[src/rtl/double_buffer_core.sv]
// Ping-pong buffer: one bank fills linearly while the other drains through a
// multi-dimensional strided address generator. Build option: DB_AUTO_SWITCH_EN.
module double_buffer_core #(
    parameter int DATA_WIDTH = 16,
    parameter int DEPTH      = 64,
    parameter int DIMS       = 3
) (
    input  logic                  clk,
    input  logic                  reset,
    input  logic                  clk_en,
    input  logic                  flush,
    input  logic [DATA_WIDTH-1:0] data_in,
    input  logic                  wen_in,
    input  logic                  ren_in,
    output logic [DATA_WIDTH-1:0] data_out,
    output logic                  valid_out,
    input  logic [15:0]           depth,
    input  logic [31:0]           iter_cnt,
    input  logic [15:0]           starting_addr,
    input  logic [DIMS*16-1:0]    stride,
    input  logic [DIMS*32-1:0]    range,
    input  logic                  switch_db,
    output logic                  full,
    output logic                  empty
);

    localparam int AW = (DEPTH > 1) ? $clog2(DEPTH) : 1;
    localparam int CW = $clog2(DEPTH + 1);

    logic [DATA_WIDTH-1:0]  mem [2*DEPTH];

    logic                   wr_bank;
    logic [CW-1:0]          wr_cnt;
    logic [31:0]            rd_cnt;
    logic [DIMS-1:0][31:0]  idx;
    logic                   rd_valid_bank;

    logic [CW-1:0]          eff_depth;
    logic                   wr_acc;
    logic                   rd_acc;
    logic                   swap_ok;
    logic                   swap;
    logic [31:0]            addr_sum;
    logic [AW-1:0]          rd_addr;
    logic                   addr_unused;
    logic [DIMS-1:0][31:0]  rng_last;
    logic [DIMS-1:0][31:0]  idx_next;
    logic                   carry;

    always_comb begin
        if (depth == 16'd0 || depth > 16'(DEPTH))
            eff_depth = CW'(DEPTH);
        else
            eff_depth = depth[CW-1:0];
    end

    assign full    = (wr_cnt == eff_depth);
    assign empty   = ~rd_valid_bank | (rd_cnt == iter_cnt);
    assign swap_ok = full & empty;

    assign wr_acc = clk_en & wen_in & (wr_cnt < eff_depth);
    assign rd_acc = clk_en & ren_in & rd_valid_bank & (rd_cnt < iter_cnt);

`ifdef DB_AUTO_SWITCH_EN
    logic switch_unused;
    assign switch_unused = switch_db;
    assign swap          = clk_en & swap_ok;
`else
    assign swap = clk_en & switch_db & swap_ok;
`endif

    // Full 32-bit address sum, then keep only the bank-local bits.
    always_comb begin
        addr_sum = {16'd0, starting_addr};
        for (int d = 0; d < DIMS; d++) begin
            addr_sum = addr_sum + idx[d] * {16'd0, stride[d*16 +: 16]};
        end
    end

    assign rd_addr     = addr_sum[AW-1:0];
    assign addr_unused = ^addr_sum[31:AW];

    always_comb begin
        for (int d = 0; d < DIMS; d++) begin
            if (range[d*32 +: 32] == 32'd0)
                rng_last[d] = 32'd0;
            else
                rng_last[d] = range[d*32 +: 32] - 32'd1;
        end
    end

    // Odometer step; a carry out of the top dimension is discarded so it wraps.
    always_comb begin
        idx_next = idx;
        carry    = 1'b1;
        for (int d = 0; d < DIMS; d++) begin
            if (carry) begin
                if (idx[d] == rng_last[d]) begin
                    idx_next[d] = 32'd0;
                end else begin
                    idx_next[d] = idx[d] + 32'd1;
                    carry       = 1'b0;
                end
            end
        end
    end

    always_ff @(posedge clk) begin
        if (wr_acc && !flush && !reset)
            mem[{wr_bank, wr_cnt[AW-1:0]}] <= data_in;
    end

    always_ff @(posedge clk or posedge reset) begin
        if (reset) begin
            wr_bank       <= 1'b0;
            wr_cnt        <= '0;
            rd_cnt        <= 32'd0;
            idx           <= '0;
            rd_valid_bank <= 1'b0;
            data_out      <= '0;
            valid_out     <= 1'b0;
        end else if (flush) begin
            wr_bank       <= 1'b0;
            wr_cnt        <= '0;
            rd_cnt        <= 32'd0;
            idx           <= '0;
            rd_valid_bank <= 1'b0;
            data_out      <= '0;
            valid_out     <= 1'b0;
        end else begin
            // valid_out is a single-cycle pulse; data_out holds between reads.
            valid_out <= rd_acc;
            if (rd_acc)
                data_out <= mem[{~wr_bank, rd_addr}];

            if (swap) begin
                wr_bank       <= ~wr_bank;
                wr_cnt        <= '0;
                rd_cnt        <= 32'd0;
                idx           <= '0;
                rd_valid_bank <= 1'b1;
            end else begin
                if (wr_acc)
                    wr_cnt <= wr_cnt + CW'(1);
                if (rd_acc) begin
                    rd_cnt <= rd_cnt + 32'd1;
                    idx    <= idx_next;
                end
            end
        end
    end

endmodule

[config.mk]
export PLATFORM = sky130hd
export DESIGN_NAME = double_buffer_core
export DESIGN_NICKNAME = d
export VERILOG_FILES = /design/src/rtl/double_buffer_core.sv
export SDC_FILE = /design/constraint.sdc
export NUM_CORES = 2
export LEC_CHECK = 0
export CAP_MARGIN = 15
export CORE_MARGIN = 5
export CORE_UTILIZATION = 62
export DETAILED_ROUTE_END_ITERATION = 7
export GPL_TIMING_DRIVEN = 0
export PLACE_DENSITY_LB_ADDON = 0.3
export SYNTH_ARGS = -nofsm -noshare
export SYNTH_HDL_FRONTEND = slang
export SYNTH_SLANG_ARGS = --single-unit
export TNS_END_PERCENT = 20
[constraint.sdc]
create_clock -name clk -period 7.8 [get_ports clk]
set_input_delay 2.34 -clock clk [delete_from_list [all_inputs] [get_ports clk]]
set_output_delay 2.34 -clock clk [all_outputs]
set_load 0.01 [all_outputs]
==> run_results.csv <==
group,metric,value,unit
run_status,status,"complete, but fails checks",
run_status,violations,"design-rule violations, negative setup slack",
setup_path,worstPathCellList,"buf_2 > nand2_1 > fa_1 > fa_1 > inv_1 > ha_1 > inv_1 > fa_1 > fa_1 > fa_1 > inv_1 > fa_2 > buf_12 > nor2b_1 > nand2_1 > clkbuf_2 > o22ai_1 > nor2_1 > a21oi_2 > nor2_1 > a22oi_1 > nand2_1",
timing,fin_crit_sh,1.06,
route,drt_iter0_drc,11600,
timing,setup_viol,119,
setup_path,max_stage_delay,680,ps
layout,seq_area,65400,um2
layout,drive_gt1_frac,0.231,
logic_synthesis,yosysTopAreaCellShare,0.655,
timing,max_freq,121,MHz
route,dr_total_vias,61500,
logic_synthesis,yosysTopAreaCell,"edfxtp_1",
floorplanning,die-width,399,um
logic_synthesis,synth_common_cells,"edfxtp_1, mux4_2, nor2_1, clkbuf_1, nand2_1",
global_route,grt_pass1_vias,59400,
setup_path,critPathBufInv,6,
clock_network,cts_buffers,207,
layout,fin_area,111000,um2
logic_synthesis,synth_area_per_cell,17.2,um2
hold_path,hold_path_class,"flip-flop to flip-flop",
clock_network,clk_pin_slew,60,ps
floorplanning,die_area,159000,um2
setup_path,critPathMaxFanout,10,
logic_synthesis,synthFlopType,"edfxtp_1",
route,drcViolationCount,903,
logic_synthesis,async_flop_share,0.0699,
clock_network,clkSinkCount,2202,
logic_synthesis,syn-num-nets,5778,
setup_path,crit_family,"adder cells",
timing,drv_slew,0,
layout,multi_input_area,28400,um2
global_route,grt_usage,0.416,
timing,hold_viol_final,0,
timing,skew,80.6,ps
route,wl,332000,um
route,routed_via_density,7.44,
logic_synthesis,yosysMostFrequentCell,"edfxtp_1",
floorplanning,ios,250,
global_route,grt_start_max_net_pins,115,
setup_path,setup.worst_path.class,"input port to flip-flop",
timing,fin_ws,-446,ps
floorplanning,start_util,0.625,
global_route,gr-total-overflow,0,
logic_synthesis,ys_types,92,
place,dpl.hpwl,207000,um
clock_network,insertion_delay,910,ps
place,portBuffers,193,
route,wl_per_cell,40.1,um
setup_path,arrival,9030,ps
pwr,power.density,273,nW/um2
route,dr.pass1.iters,8,
logic_synthesis,ys_seq_elements,2202,
flow_run,maxCapViolations,0,
clock_network,root_buffer,"clkbuf_16",
layout,nets,6393,
timing,holdWs,553,ps
floorplanning,num_rows,142,
clock_network,htree_levels,4,
pwr,leakagePower,0.0361,uW
clock_network,ctsHoldBuffers,0,
logic_synthesis,ys_warn_count,0,
layout,layout-area-overhead-vs-synth,18.0,%
setup_path,required,8580,ps
setup_path,crit_slowest_cell,"a21oi_2",
place,place_congestion,1.08,
clock_network,ctsLongestPathBuffers,3,
setup_path,end_kind,"flip-flop",
setup_path,crit_path_frequent_cell,"fa_1",
timing,rsz0062_at_grt,"true",
logic_synthesis,syn_inst,5443,
timing,period_minus_slack,8250,ps
route,final_antenna_net_count,0,
place,place_area,102000,um2
floorplanning,die_h,399,um
logic_synthesis,netlist_area,93800,um2
setup_path,cp-start-kind,"input port",
logic_synthesis,synth.area.top_cells,"edfxtp_1, mux4_2, dfrtp_1",
pwr,irDropWorstVdd,282,uV
timing,timing.setup.tns,-7180,ps
floorplanning,core_area,150000,um2
logic_synthesis,ys_seq_area_frac,0.696,
timing,tightest_slew,1340,ps
timing,slew_headroom,0.105,
pwr,power,30300,uW
layout,fillCellCount,8280,
logic_synthesis,synth-edff-count,2048,
global_route,antenna_found_initial,19,
clock_network,cts_tree,"yes",
global_route,grt_pass1_wl,454000,um
power breakdown:
part / internal [uW] / switching (uW) / leakage (uW) / total [uW]
combinational: 2370 / 4810 / 0.0123 / 7180
sequential: 12900 / 3.68 / 0.0205 / 12900
clock: 5500 / 4690 / 0.00324 / 10200
total: 20800 / 9510 / 0.0361 / 30300
metal layers:
| layer | GRT usage | vias up | share of wire |
|---|---|---|---|
| met5 | 0.0296 | - | 0.0017 |
| met4 | 0.271 | 14 | 0.090 |
| met3 | 0.174 | 1688 | 0.16 |
| met2 | 0.617 | 6376 | 0.44 |
| met1 | 0.503 | 30200 | 0.30 |
| li1 | - | 23100 | - |
layout make-up:
class,instances,share of cell area
tap,2016,0.0228
clock buffer,246,0.0485
antenna,18,0.000407
timing repair buffer,408,0.0525
multi-input combinational,2816,0.257
buffer,298,0.0129
clock inverter,137,0.0118
inverter,125,0.00430
sequential,2202,0.590
worst register-to-register path: cells and delay by family (launching register included):
kind / cells / cell delay, ps
DFF: 1 / 350
adders and majority gates: 7 / 3300
buffers and inverters: 6 / 1350
and+or+nand+nor: 6 / 1230
AOI/OAI and AO/OA: 3 / 1290
flip-flops by register name, summed over array words and instances, names as in the netlist:
name and flops:
mem 2048, rd_valid_bank 1, idx 96, rd_cnt 32, data_out 16, wr_cnt 7
wr_bank 1, valid_out 1
timing repair:
item                                    CTS  global route
pin swaps                                13            19
resized for setup                       269            79
cloned                                    3             1
endpoints found under the setup margin  137           805
buffers inserted                          8            14
worst paths after layout:
path | start | to | slack, ps | cells past startpoint
max | stride[16] | data_out[15] | -450 | 22
min reg2reg | rd_valid_bank | rd_valid_bank | 550 | 2
max reg2reg | idx[34] | data_out[15] | 220 | 22
min in group asynchronous | reset | rd_valid_bank | 1910 | 2
min | rd_valid_bank | rd_valid_bank | 550 | 2
max in group asynchronous | reset | idx[91] | 4880 | 3
through the flow:
stage          cells  worst slack [ps]   util
2_1_floorplan   5443             -32.8      -
3_3_place_gp    7652             -3290  0.655
3_5_place_dp    7820             -3340  0.679
4_1_cts         8212              28.9  0.733
5_1_grt         8251              -471  0.737
6_report        8266              -446  0.738
cells by family (layout without fill, tap and decap cells):
logic type / after synthesis / count (layout) / synth area share
fa+ha+maj: 104 / 104 / 0.0159
compound gates: 602 / 602 / 0.0443
buf+inv: 425 / 1214 / 0.0175
flops: 2202 / 2202 / 0.696
xor+xnor: 183 / 183 / 0.0174
mux: 693 / 693 / 0.142
other cells: 0 / 18 / 0
simple gates: 1234 / 1234 / 0.0662
layout by cell type (no fill, tap or decap), types with 25 or more instances in the layout:
cell and n:
buf_1 32, buf_4 37, ha_1 76, and3_1 42, clkdlybuf4s50_1 164, or3_1 43, o31ai_1 28, or4_1 26
buf_16 67, mux2i_1 121, a22oi_1 49, nor3_1 88, nand2_1 204, edfxtp_1 2048, o22ai_1 62, dfrtp_1 154
a21oi_1 89, clkbuf_16 212, buf_8 112, o21ai_0 127, nor4_1 56, xor2_1 66, clkinv_2 37, xnor2_1 109
fa_1 25, mux4_2 512, inv_1 124, clkbuf_1 239, nor2b_1 26, and2_1 54, mux2i_2 28, nand4_1 74
mux2i_4 29, nand3_1 88, clkinv_1 57, clkbuf_2 30, nor2_1 255, nor2_2 120
No activity file was read; power rests on OpenSTA's default activity.
